==> src/rtl/sr_ff_driver_pkg.sv <==
// Shared definitions for the SR flip-flop command driver: opcodes, FSM states
// and the S/R excitation rule.
package sr_ff_driver_pkg;

    typedef enum logic [1:0] {
        OP_HOLD = 2'b00,
        OP_CLR  = 2'b01,
        OP_SET  = 2'b10,
        OP_TGL  = 2'b11
    } op_e;

    typedef enum logic [1:0] {
        ST_IDLE,
        ST_DRIVE,
        ST_CHECK
    } state_e;

    // {S,R}: only one side is ever asserted, and only when Q must move.
    function automatic logic [1:0] sr_excite(input logic q, input logic target);
        return (q == target) ? 2'b00 : {target, ~target};
    endfunction

    function automatic logic op_target(input op_e op, input logic q);
        logic t;
        t = q;
        case (op)
            OP_HOLD: t = q;
            OP_CLR:  t = 1'b0;
            OP_SET:  t = 1'b1;
            OP_TGL:  t = ~q;
            default: t = q;
        endcase
        return t;
    endfunction

endpackage

==> src/rtl/sr_ff_driver_if.sv <==
// Command handshake, flip-flop feedback/excitation and status bundle for sr_ff_driver.
interface sr_ff_driver_if #(
    parameter int unsigned CNT_W = 8
);
    logic             cmd_valid;
    logic             cmd_ready;
    logic [1:0]       cmd_op;
    logic             q_fb;
    logic             S;
    logic             R;
    logic             busy;
    logic             done;
    logic             err;
    logic [CNT_W-1:0] err_count;

    modport master (
        output cmd_valid, cmd_op, q_fb,
        input  cmd_ready, S, R, busy, done, err, err_count
    );

    modport slave (
        input  cmd_valid, cmd_op, q_fb,
        output cmd_ready, S, R, busy, done, err, err_count
    );
endinterface

==> src/rtl/sr_excitation.sv <==
// Combinational S/R derivation from current Q and target value; reusable by
// other flip-flop drivers.
module sr_excitation
    import sr_ff_driver_pkg::*;
(
    input  logic q_i,
    input  logic target_i,
    output logic s_o,
    output logic r_o,
    output logic need_drive_o
);
    assign {s_o, r_o}   = sr_excite(q_i, target_i);
    assign need_drive_o = q_i ^ target_i;
endmodule

==> src/rtl/sr_ff_driver.sv <==
// Command-side controller for one SR flip-flop: accepts hold/clear/set/toggle,
// pulses the legal excitation, then confirms Q and reports done or err.
module sr_ff_driver
    import sr_ff_driver_pkg::*;
#(
    parameter int unsigned PULSE_CYCLES = 1,
    parameter int unsigned TIMEOUT      = 4,
    parameter int unsigned CNT_W        = 8
) (
    input  logic           clk,
    input  logic           rst,
    sr_ff_driver_if.slave  bus
);
    localparam int unsigned PW = (PULSE_CYCLES > 1) ? $clog2(PULSE_CYCLES) : 1;
    localparam int unsigned TW = (TIMEOUT > 1) ? $clog2(TIMEOUT) : 1;

    state_e           state_q;
    logic             target_q;
    logic [PW-1:0]    pcnt_q;
    logic [TW-1:0]    ccnt_q;
    logic             s_q, r_q, busy_q, done_q, err_q;
    logic [CNT_W-1:0] err_cnt_q, err_cnt_d;
    logic             target_d;
    logic             exc_s, exc_r, need_drive;

    assign target_d  = op_target(op_e'(bus.cmd_op), bus.q_fb);
    assign err_cnt_d = (err_cnt_q == '1) ? err_cnt_q : err_cnt_q + CNT_W'(1);

    sr_excitation u_exc (
        .q_i          (bus.q_fb),
        .target_i     (target_d),
        .s_o          (exc_s),
        .r_o          (exc_r),
        .need_drive_o (need_drive)
    );

    always_ff @(posedge clk or negedge rst) begin
        if (!rst) begin
            state_q   <= ST_IDLE;
            target_q  <= 1'b0;
            pcnt_q    <= '0;
            ccnt_q    <= '0;
            s_q       <= 1'b0;
            r_q       <= 1'b0;
            busy_q    <= 1'b0;
            done_q    <= 1'b0;
            err_q     <= 1'b0;
            err_cnt_q <= '0;
        end else begin
            done_q <= 1'b0;
            err_q  <= 1'b0;
            case (state_q)
                ST_IDLE: begin
                    // cmd_ready is high throughout IDLE, so valid alone is a handshake.
                    if (bus.cmd_valid) begin
                        target_q <= target_d;
                        busy_q   <= 1'b1;
                        s_q      <= exc_s;
                        r_q      <= exc_r;
                        pcnt_q   <= '0;
                        ccnt_q   <= '0;
                        state_q  <= need_drive ? ST_DRIVE : ST_CHECK;
                    end
                end
                ST_DRIVE: begin
                    if (pcnt_q == PW'(PULSE_CYCLES - 1)) begin
                        s_q     <= 1'b0;
                        r_q     <= 1'b0;
                        ccnt_q  <= '0;
                        state_q <= ST_CHECK;
                    end else begin
                        pcnt_q <= pcnt_q + PW'(1);
                    end
                end
                ST_CHECK: begin
                    if (bus.q_fb == target_q) begin
                        done_q  <= 1'b1;
                        busy_q  <= 1'b0;
                        state_q <= ST_IDLE;
                    end else if (ccnt_q == TW'(TIMEOUT - 1)) begin
                        err_q     <= 1'b1;
                        busy_q    <= 1'b0;
                        err_cnt_q <= err_cnt_d;
                        state_q   <= ST_IDLE;
                    end else begin
                        ccnt_q <= ccnt_q + TW'(1);
                    end
                end
                default: begin
                    s_q     <= 1'b0;
                    r_q     <= 1'b0;
                    busy_q  <= 1'b0;
                    state_q <= ST_IDLE;
                end
            endcase
        end
    end

    assign bus.cmd_ready = (state_q == ST_IDLE);
    assign bus.S         = s_q;
    assign bus.R         = r_q;
    assign bus.busy      = busy_q;
    assign bus.done      = done_q;
    assign bus.err       = err_q;
    assign bus.err_count = err_cnt_q;
endmodule

==> src/flat_wrapper.sv <==
// flat-port wrapper written by rule: the top's interface ports become plain ports
module sr_ff_driver_flat import sr_ff_driver_pkg::*;
#(
    parameter int unsigned PULSE_CYCLES = 1,
    parameter int unsigned TIMEOUT      = 4,
    parameter int unsigned CNT_W        = 8
)
  (clk, rst, bus_cmd_valid, bus_cmd_op, bus_q_fb, bus_cmd_ready, bus_S, bus_R, bus_busy, bus_done, bus_err, bus_err_count);
  sr_ff_driver_if #(.CNT_W(CNT_W)) bus_i ();
  input  logic clk;
  input  logic rst;
  input wire logic [$bits(bus_i.cmd_valid)-1:0] bus_cmd_valid;
  input wire logic [$bits(bus_i.cmd_op)-1:0] bus_cmd_op;
  input wire logic [$bits(bus_i.q_fb)-1:0] bus_q_fb;
  output wire logic [$bits(bus_i.cmd_ready)-1:0] bus_cmd_ready;
  output wire logic [$bits(bus_i.S)-1:0] bus_S;
  output wire logic [$bits(bus_i.R)-1:0] bus_R;
  output wire logic [$bits(bus_i.busy)-1:0] bus_busy;
  output wire logic [$bits(bus_i.done)-1:0] bus_done;
  output wire logic [$bits(bus_i.err)-1:0] bus_err;
  output wire logic [$bits(bus_i.err_count)-1:0] bus_err_count;
  assign bus_i.cmd_valid = bus_cmd_valid;
  assign bus_i.cmd_op = bus_cmd_op;
  assign bus_i.q_fb = bus_q_fb;
  assign bus_cmd_ready = bus_i.cmd_ready;
  assign bus_S = bus_i.S;
  assign bus_R = bus_i.R;
  assign bus_busy = bus_i.busy;
  assign bus_done = bus_i.done;
  assign bus_err = bus_i.err;
  assign bus_err_count = bus_i.err_count;
  sr_ff_driver #(.PULSE_CYCLES(PULSE_CYCLES), .TIMEOUT(TIMEOUT), .CNT_W(CNT_W)) u_core (.clk(clk), .rst(rst), .bus(bus_i));
endmodule
==> config.mk <==
export PLATFORM = sky130hd
export DESIGN_NAME = sr_ff_driver_flat
export DESIGN_NICKNAME = d
export VERILOG_FILES = /design/src/rtl/sr_ff_driver_pkg.sv /design/src/rtl/sr_ff_driver_if.sv /design/src/rtl/sr_excitation.sv /design/src/rtl/sr_ff_driver.sv /design/src/flat_wrapper.sv
export SDC_FILE = /design/constraint.sdc
export NUM_CORES = 1
export LEC_CHECK = 0
export BUFFER_PORTS_ARGS = -buffer_cell sky130_fd_sc_hd__buf_2
export CORE_MARGIN = 5
export CORE_UTILIZATION = 49
export CTS_BUF_LIST = sky130_fd_sc_hd__clkbuf_8
export CTS_CLUSTER_SIZE = 12
export DETAILED_ROUTE_END_ITERATION = 8
export PLACE_DENSITY = 0.76
export SYNTH_ARGS = -nofsm -noshare
export SYNTH_HDL_FRONTEND = slang
export SYNTH_SLANG_ARGS = --single-unit
==> constraint.sdc <==
create_clock -name clk -period 1.45 [get_ports clk]
set_input_delay 0.435 -clock clk [delete_from_list [all_inputs] [get_ports clk]]
set_output_delay 0.435 -clock clk [all_outputs]
set_load 0.01 [all_outputs]
==> flow_metrics.py <==
metrics = {
    "run_status": {
        "outcome": "finished, violations left",
        "violations": "setup timing",
    },
    "grt": {
        "grt.met3_usage_pct": 3.152,
        "grt_pass1_vias": 761,
        "grt_start_max_net_pins": 19,
        "track_usage_pct": 16.90,
        "grt_use_met1_pct": 19.89,
        "globalRouteMet2Util_pct": 29.92,
        "overflow": 0,
        "grt_pass1_wl_um": 3332,
        "busiest_layer": "met2",
        "grt_antenna_before_repair": 0,
    },
    "drt": {
        "drt_wl_total_um": 2126,
        "post_drt_wl_per_cell_um": 14.56,
        "dr.pass1.iters": 4,
        "vias": 765,
        "drc_errors": 0,
        "vias_per_cell": 5.240,
        "drt_iter0_markers": 7,
        "antenna_left": 0,
    },
    "die": {
        "dieArea_sq_mm": 0.002717,
        "floorplan.initialDensity_pct": 50.92,
        "core_area_sq_mm": 0.001708,
        "die_h_um": 52.13,
        "die_width_um": 52.13,
        "rows": 15,
        "num_io_pins": 20,
    },
    "synth": {
        "synthTopCellsByArea": "dfrtp_1 52%, mux2i_1 5.8%, xnor2_1 4.0%, a21oi_1 3.5%, nand3_1 3.5%",
        "ys_ff_latch": 18,
        "synth_edf_count": 0,
        "yosys.area.top_type": "dfrtp_1",
        "synthFlopType": "dfrtp_1",
        "yosysUniqueCellTypes": 28,
        "syn_inst": 83,
        "synth_seq_area_share_pct": 51.80,
        "yosysWarningCount": 0,
        "synth_most_common_cell": "dfrtp_1",
        "syn_avg_cell_area_sq_um": 10.48,
        "syn-cell-area_sq_um": 869.6,
        "synthArstFlopShare_pct": 100.0,
        "netlist.area_leader.share_pct": 51.80,
        "synth_common_cells": "18 x dfrtp_1, 6 x a21oi_1, 6 x nand2_1, 6 x nand3_1, 6 x nor2_1",
        "synth_fp_nets": 91,
    },
    "placed_design": {
        "dpl.hpwl_um": 1432,
        "dp_cells": 140,
        "port_buffers": 19,
        "globalplace.congestion": 0.7723,
    },
    "cts": {
        "cts_tree": "built",
        "cts.clk_slew.worst_paths_ns": 0.06,
        "cts_buffers": 3,
        "clock-root-buffer": "clkbuf_8",
        "cts_max_path_buffers": 2,
        "htree_num_levels": 1,
        "clk_latency_ns": 0.25,
        "cts_sinks": 18,
        "holdBufCountCts": 0,
    },
    "layout": {
        "antenna_cells": 0,
        "fin_nets": 131,
        "layout-area-overhead-vs-synth_pct": 41.44,
        "drive_gt1_share_pct": 44.63,
        "fin_cells": 146,
        "utilization_pct": 72.01,
    },
    "sta": {
        "worst_pin_slew_ns": 0.3970,
        "slew_viol_final": 0,
        "setup_violations": 2,
        "rsz0062_at_grt": "true",
        "tns_ns": -0.02346,
        "relSlewSlack_pct": 73.53,
        "fin_skew_ns": 0.001052,
        "setup_slack_ns": -0.01937,
        "hold_violations": 0,
        "post-route-period-util_pct": 101.3,
        "period_needed_ns": 1.469,
        "fmax_ghz": 0.6806,
    },
    "pwr": {
        "leakage_nw": 0.6098,
        "power_per_cell_area_mw_per_mm2": 1539,
        "vdd_drop_max_uv": 1144,
    },
    "worst_setup_path": {
        "crit_arrival_ns": 1.59,
        "crit_required_ns": 1.58,
        "crit_fanout": 5,
        "startpoint_type": "flip-flop",
        "path_class": "flip-flop to flip-flop",
        "cp-end-kind": "flip-flop",
    },
    "min_path": {
        "hold_path.class": "primary input to async pin",
    },
    "job": {
        "max_cap_violations": 0,
    },
}
==> cells in the final DEF, fill, tap and decap left out, types with 2 or more instances in the layout <==
| cell | n |
|---|---|
| buf_2 | 19 |
| dfrtp_1 | 18 |
| buf_4 | 16 |
| nand2_1 | 6 |
| a21oi_1 | 6 |
| nor2_1 | 5 |
| mux2i_1 | 5 |
| inv_1 | 4 |
| xnor2_1 | 4 |
| nand3_1 | 4 |
| nand4_1 | 3 |
| clkbuf_8 | 3 |
| o21ai_0 | 2 |
| nand3_2 | 2 |
| nand2b_1 | 2 |
| mux2_2 | 2 |
| buf_6 | 2 |
==> power breakdown <==
group	internal [W]	switching [W]	leakage (nW)	total (W)
sequential	0.000626	0.000115	0.229	0.000741
combinational	0.000417	0.000395	0.359	0.000812
clock	0.000184	0.000156	0.0216	0.000340
total	0.00123	0.000666	0.610	0.00189
==> layout make-up <==
| type | count | area, sq um |
|---|---|---|
| clock buffer | 3 | 41.29 |
| timing repair buffer | 37 | 237.7 |
| sequential | 18 | 450.4 |
| fill | 138 | 478.0 |
| multi-input combinational | 59 | 454.2 |
| inverter | 4 | 15.01 |
| tap | 25 | 31.28 |
==> worst max-delay path, stage by stage (launching register included) <==
cell,delay (ns)
dfrtp_1,0.40
xnor2_1,0.13
buf_4,0.16
or3_4,0.36
mux2i_1,0.20
mux2i_1,0.10
==> metal layers <==
layer  wire length [um]  vias to the layer above
li1                   -                      367
met1                897                      372
met2               1080                       22
met3                112                        4
met4                 36                        0
met5                  0                        -
==> flip-flops by register name (all words and copies together), names as in the netlist <==
name / count
u_core.bus.R: 1
u_core.bus.S: 1
u_core.bus.busy: 1
u_core.bus.done: 1
u_core.bus.err: 1
u_core.bus.err_count: 8
u_core.ccnt_q: 2
u_core.state_q: 2
u_core.target_q: 1
==> path summary, 6_finish.rpt <==
kind / slack (ns) / start / endpoint / depth (start not counted)
max: -0.02 / u_core.target_q / u_core.ccnt_q[1] / 5
min: 0.10 / rst / u_core.bus.err_count[6] / 1
max reg2reg: -0.02 / u_core.target_q / u_core.ccnt_q[1] / 5
min reg2reg: 0.53 / u_core.bus.S / u_core.bus.S / 2
max in group asynchronous: 1.06 / rst / u_core.state_q[1] / 1
min in group clk: 0.47 / bus_cmd_op[0] / u_core.bus.R / 3
==> kinds of logic (layout without fill, tap and decap cells) <==
family	Yosys count	after routing	share of synthesized area, %
AO/OA/AOI/OAI	12	12	7.915
XOR/XNOR	5	5	5.036
adder cells (fa/ha/maj)	2	2	2.877
buffers and inverters	6	44	2.877
flip-flops	18	18	51.80
multiplexers	7	7	8.345
AND/OR/NAND/NOR	33	33	21.15
==> through the flow <==
stage / instance area (sq um) / total power (W) / hold WS [ns] / setup WS (ns)
floorplan: 869.6 / 0.001092 / 0.1394 / 0.03948
global placement: 1099 / 0.001361 / 0.3832 / -0.1011
detailed placement: 1099 / 0.001405 / 0.3848 / -0.1603
CTS: 1160 / 0.001777 / 0.1146 / -0.004949
global route: 1230 / 0.002023 / 0.1365 / -0.09657
finish: 1230 / 0.001893 / 0.1029 / -0.01937
==> timing repair <==
item	4_1_cts	5_1_grt
gates resized for setup	3	12
setup endpoints to repair	4	12
setup buffers	1	2
gates cloned	0	0
hold endpoints to repair	0	0
pin swaps	0	6
No activity file was read; power rests on OpenSTA's default activity.
